==> src/rtl/acc_seq_pkg.sv <==
// Shared types and defaults for the partial-sum accumulator sequencer.
package acc_seq_pkg;

   typedef enum logic [1:0] {
      ST_IDLE  = 2'd0,
      ST_RUN   = 2'd1,
      ST_FLUSH = 2'd2
   } state_e;

   localparam int CW_DEF = 4;
   localparam int NW_DEF = 8;

endpackage

==> src/rtl/wrap_counter.sv <==
// Counter with clear, enable and a run-time terminal value; wraps to zero
// when enabled at the terminal value.
module wrap_counter #(
   parameter int W = 4
) (
   input  logic         iCLK,
   input  logic         iRSTn,
   input  logic         iCLR,
   input  logic         iEN,
   input  logic [W-1:0] iTERM,
   output logic [W-1:0] oVAL,
   output logic         oAT_TERM
);

   logic [W-1:0] cnt_q;
   logic [W-1:0] cnt_d;

   assign oAT_TERM = (cnt_q == iTERM);
   assign oVAL     = cnt_q;

   // next count: clear wins over enable
   always_comb begin
      cnt_d = cnt_q;
      if (iCLR) begin
         cnt_d = {W{1'b0}};
      end else if (iEN) begin
         if (oAT_TERM) begin
            cnt_d = {W{1'b0}};
         end else begin
            cnt_d = cnt_q + W'(1);
         end
      end else begin
         cnt_d = cnt_q;
      end
   end

   // count register
   always_ff @(posedge iCLK or negedge iRSTn) begin
      if (!iRSTn) begin
         cnt_q <= {W{1'b0}};
      end else begin
         cnt_q <= cnt_d;
      end
   end

endmodule

==> src/rtl/acc_seq_ctrl.sv <==
// Drives accumulator clear/enable/count/max so each window of iLEN+1 terms
// is summed; hands completed sums downstream and counts iNWIN windows per job.
module acc_seq_ctrl
   import acc_seq_pkg::*;
#(
   parameter int CW = CW_DEF,
   parameter int NW = NW_DEF
) (
   input  logic          iCLK,
   input  logic          iRSTn,
   input  logic          iSTART,
   input  logic          iABORT,
   input  logic [CW-1:0] iLEN,
   input  logic [NW-1:0] iNWIN,
   input  logic          iVALID,
   output logic          oREADY,
   output logic          oCLR,
   output logic          oEN,
   output logic [CW-1:0] oCNT,
   output logic [CW-1:0] oMV,
   output logic [NW-1:0] oWIN,
   output logic          oSUM_VLD,
   input  logic          iSUM_RDY,
   output logic          oBUSY,
   output logic          oDONE
);

   state_e        state_q, state_d;
   logic [CW-1:0] mv_q, mv_d;
   logic [CW-1:0] cnt_q, cnt_d;
   logic [NW-1:0] nwin_q, nwin_d;
   logic          sum_vld_q, sum_vld_d;
   logic          done_q, done_d;
   logic          busy_q, busy_d;

   logic          ready;
   logic          accept;
   logic          start_ok;
   logic          cnt_clr;
   logic [CW-1:0] term_val;
   logic          term_at;
   logic [NW-1:0] win_val;
   logic          win_at;

   // Never accept while an untaken sum sits in the accumulator.
   assign ready    = (state_q == ST_RUN) && (!sum_vld_q || iSUM_RDY);
   assign accept   = iVALID && ready;
   assign start_ok = (state_q == ST_IDLE) && iSTART && !iABORT;
   assign cnt_clr  = iABORT || start_ok;

   wrap_counter #(.W(CW)) u_term_cnt (
      .iCLK     (iCLK),
      .iRSTn    (iRSTn),
      .iCLR     (cnt_clr),
      .iEN      (accept),
      .iTERM    (mv_q),
      .oVAL     (term_val),
      .oAT_TERM (term_at)
   );

   wrap_counter #(.W(NW)) u_win_cnt (
      .iCLK     (iCLK),
      .iRSTn    (iRSTn),
      .iCLR     (cnt_clr),
      .iEN      (accept && term_at),
      .iTERM    (nwin_q - NW'(1)),
      .oVAL     (win_val),
      .oAT_TERM (win_at)
   );

   // next state, latched job parameters and sum/done flags
   always_comb begin
      state_d   = state_q;
      mv_d      = mv_q;
      nwin_d    = nwin_q;
      cnt_d     = cnt_q;
      sum_vld_d = sum_vld_q;
      done_d    = 1'b0;

      case (state_q)
         ST_IDLE: begin
            if (iSTART) begin
               mv_d   = iLEN;
               nwin_d = iNWIN;
               cnt_d  = {CW{1'b0}};
               if (iNWIN != {NW{1'b0}}) begin
                  state_d = ST_RUN;
               end else begin
                  done_d = 1'b1;
               end
            end else begin
               state_d = ST_IDLE;
            end
         end
         ST_RUN: begin
            if (accept && term_at && win_at) begin
               state_d = ST_FLUSH;
            end else begin
               state_d = ST_RUN;
            end
         end
         ST_FLUSH: begin
            if (iSUM_RDY) begin
               state_d = ST_IDLE;
               done_d  = 1'b1;
            end else begin
               state_d = ST_FLUSH;
            end
         end
         default: begin
            state_d = ST_IDLE;
         end
      endcase

      if (accept) begin
         cnt_d = term_val;
      end else begin
         cnt_d = cnt_d;
      end

      // A window completing this cycle keeps the flag set even if the
      // previous sum is being taken.
      if (accept && term_at) begin
         sum_vld_d = 1'b1;
      end else if (iSUM_RDY) begin
         sum_vld_d = 1'b0;
      end else begin
         sum_vld_d = sum_vld_q;
      end

      if (iABORT) begin
         state_d   = ST_IDLE;
         mv_d      = mv_q;
         nwin_d    = nwin_q;
         cnt_d     = {CW{1'b0}};
         sum_vld_d = 1'b0;
         done_d    = 1'b0;
      end else begin
         state_d = state_d;
      end

      busy_d = (state_d != ST_IDLE);
   end

   // state and output registers
   always_ff @(posedge iCLK or negedge iRSTn) begin
      if (!iRSTn) begin
         state_q   <= ST_IDLE;
         mv_q      <= {CW{1'b0}};
         nwin_q    <= {NW{1'b0}};
         cnt_q     <= {CW{1'b0}};
         sum_vld_q <= 1'b0;
         done_q    <= 1'b0;
         busy_q    <= 1'b0;
      end else begin
         state_q   <= state_d;
         mv_q      <= mv_d;
         nwin_q    <= nwin_d;
         cnt_q     <= cnt_d;
         sum_vld_q <= sum_vld_d;
         done_q    <= done_d;
         busy_q    <= busy_d;
      end
   end

   assign oREADY   = ready;
   assign oCLR     = accept && (term_val == {CW{1'b0}});
   assign oEN      = accept && (term_val != {CW{1'b0}});
   assign oCNT     = cnt_q;
   assign oMV      = mv_q;
   assign oWIN     = win_val;
   assign oSUM_VLD = sum_vld_q;
   assign oBUSY    = busy_q;
   assign oDONE    = done_q;

endmodule
==> config.mk <==
export PLATFORM = sky130hd
export DESIGN_NAME = acc_seq_ctrl
export DESIGN_NICKNAME = d
export VERILOG_FILES = /design/src/rtl/acc_seq_pkg.sv /design/src/rtl/wrap_counter.sv /design/src/rtl/acc_seq_ctrl.sv
export SDC_FILE = /design/constraint.sdc
export NUM_CORES = 1
export LEC_CHECK = 0
export ABC_AREA = 1
export BUFFER_PORTS_ARGS = -buffer_cell sky130_fd_sc_hd__buf_2
export CELL_PAD_IN_SITES_DETAIL_PLACEMENT = 1
export CELL_PAD_IN_SITES_GLOBAL_PLACEMENT = 2
export CORE_ASPECT_RATIO = 1.2
export CORE_MARGIN = 2
export CORE_UTILIZATION = 28
export CTS_CLUSTER_DIAMETER = 120
export CTS_CLUSTER_SIZE = 25
export DETAILED_ROUTE_END_ITERATION = 10
export GPL_ROUTABILITY_DRIVEN = 0
export PLACE_DENSITY_LB_ADDON = 0.1
export SETUP_SLACK_MARGIN = 0.05
export SKIP_CTS_REPAIR_TIMING = 1
export SLEW_MARGIN = 20
export SYNTH_ARGS = -nofsm -noshare
export SYNTH_HDL_FRONTEND = slang
export SYNTH_SLANG_ARGS = --single-unit
export TNS_END_PERCENT = 50
==> constraint.sdc <==
create_clock -name iCLK -period 1.5 [get_ports iCLK]
set_input_delay 0.3 -clock iCLK [delete_from_list [all_inputs] [get_ports iCLK]]
set_output_delay 0.3 -clock iCLK [all_outputs]
set_load 0.01 [all_outputs]
==> metrics.txt <==
IO buf count 39; register bit total from synthesis 33; cell with the most instances after synthesis nand2_1; initial antenna violation count 0; IO Count 40; outcome finished, violations left; Worst setup EP type flop; critical-path maximum fanout 3; Critical Path Source Type flop; pre-CTS setup slack -0.312 ns; layout cell share with drive strength beyond 1 0.415; Die X 79.3 um; via density per instance 4.42; Synthesized Nets 263; vias in the first global route 1973; P_sw 769 uW; Antenna Cells 0; Comb pwr share 0.290; first-pass GRT wire length 9.03 mm; fin. max-slew vios 0; Core Area 6530 um^2; Hold WS 0.233 ns; most frequent cells after synthesis nand2_1, dfrtp_1, inv_1, nor2_1, nand3_1; Sink Count 33; Nets 356; unrepaired setup endpoints after global routing true; clock power share 0.303; number of CTS-inserted buffers 5; all-layer global routing usage 0.159; Max Cap Viol 0; Post-Route WL 5.48 mm; maximum VDD drop 0.000439 V; Die ar. 7490 um^2; area leader, netlist dfrtp_1; arrival time of the worst setup path 1.84 ns; Post-synth EDFFs 0; Routed WL per cell 13.1 um; asr flop ratio synth 1.00; top cells by area, synth dfrtp_1, nand2_1, inv_1, xor2_1, nor2_1; clk buf depth 2; Skew-Pair Late Insertion Delay 0.29 ns; Yosys top cell area share 0.433; worst slew pin tran 0.369 ns; Int Power 1.72 mW; Final Instance Count excl. Fillers 420; DRC viols 0; Yosys cell types 29; antenna-violating nets left 0; power per cell area 886 nW/um^2; final hold vios 0; Max-slew headroom 0.753; hpwl dp 4.28 mm; sequential area share after synthesis 0.433; Peak Freq 0.603 GHz; Post-Syn Area per Cell 7.91 um^2; min Tclk post-route 1.66 ns; clk_skew 0.00561 ns; setup TNS -1.41 ns; Initial Util 0.292; gr ovfl total 0; Die Ht 94.4 um; Worst EP required 1.68 ns; via count 1855; fin util 0.431; Final setup violation count 14; clk root buf clkbuf_8; drt first pass iters 4; Area Growth Syn to Fin 47.4%; Crit Path Class flop to flop; worst setup margin -0.158 ns; Placed Instances 406; initial DRC count 30; Mapped Area 1910 um^2; # rows 32; CTS tree yes; yosys synthesis warning count 0; pin count of the biggest net entering global routing 34; Post-synth top flop dfrtp_1; violated checks negative setup slack; H-Tree Depth 2; Pleak 1.47 nW; CTS clk-pin slew, worst paths 0.07 ns; hold crit path type input pin to flop; cells after synthesis 241; sw frac 0.309; final period utilization 1.11; Reg power frac 0.407
==> power groups by stage <==
stage               sequential [mW]  clock [mW]  combinational (mW)
CTS                            1.01       0.785               0.641
global route                   1.03       0.807               0.810
global placement               1.03           0               0.629
detailed placement             1.03           0               0.639
finish                         1.01       0.754               0.721
floorplan                      1.04           0               0.326
==> metal layers <==
layer  up-vias  part of all wire  GRT usage
li1        936                 -          -
met4         0             0.016     0.0603
met1       891              0.42      0.186
met5         -                 0          0
met3         7             0.027     0.0268
met2        21              0.53      0.291
==> cells in the final DEF (no fill, tap or decap), types with 7 or more instances in the layout <==
cell type / Yosys / final
inv_1: 33 / 26
buf_2: 0 / 38
xor2_1: 11 / 11
nor2_1: 25 / 21
a21oi_1: 7 / 7
nand2_2: 2 / 8
nand2_1: 64 / 58
buf_4: 0 / 43
nand3_1: 17 / 13
clkbuf_8: 0 / 7
dfrtp_1: 33 / 33
==> worst paths after layout <==
path | end | startpoint | slack, ns | depth (start not counted)
setup reg to reg | oBUSY | nwin_q[0] | -0.16 | 14
hold / removal | oDONE | iABORT | 0.23 | 2
setup / recovery | oBUSY | nwin_q[0] | -0.16 | 14
max in group asynchronous | nwin_q[4] | iRSTn | 0.82 | 3
hold reg to reg | oCNT[1] | oCNT[1] | 0.53 | 2
min in group asynchronous | oCNT[0] | iRSTn | 0.51 | 3
==> per-stage QoR <==
step / instance area [um^2] / total power, mW
2_1_floorplan: 1920 / 1.36
3_3_place_gp: 2540 / 1.66
3_5_place_dp: 2540 / 1.67
4_1_cts: 2640 / 2.44
5_1_grt: 2810 / 2.64
6_report: 2810 / 2.49
==> critical path, stage by stage, from the launching register on <==
cell,delay (ns)
dfrtp_1,0.40
inv_2,0.08
ha_4,0.14
buf_6,0.10
nand2_1,0.07
nand2_1,0.07
nand2_1,0.06
nand2_2,0.08
nand3_2,0.08
nor2_4,0.15
nand3_4,0.10
nand2_1,0.06
nand2_1,0.04
nand2_1,0.07
nand2_1,0.06
==> registers in the layout (all words and copies together) (netlist names) <==
| signal | count |
|---|---|
| state_q | 2 |
| u_win_cnt.oVAL | 8 |
| u_term_cnt.oVAL | 4 |
| oCNT | 4 |
| oDONE | 1 |
| oMV | 4 |
| nwin_q | 8 |
| oBUSY | 1 |
| oSUM_VLD | 1 |
==> cell type report <==
cell class | instances | area [um^2]
fill | 817 | 3720
multi-input combinational | 169 | 1020
sequential | 33 | 826
timing repair buffer | 87 | 588
inverter | 38 | 164
tap | 85 | 106
clock buffer | 7 | 96.3
clock inverter | 1 | 5.00
==> kinds of logic after synthesis <==
group | count (synthesis) | synth area share
AO/OA/AOI/OAI | 22 | 0.0643
XOR/XNOR | 13 | 0.0597
adder cells (fa/ha/maj) | 4 | 0.0262
buffers and inverters | 39 | 0.0833
flip-flops | 33 | 0.433
multiplexers | 5 | 0.0295
AND/OR/NAND/NOR | 125 | 0.304
(Power assumes the default switching activity.)
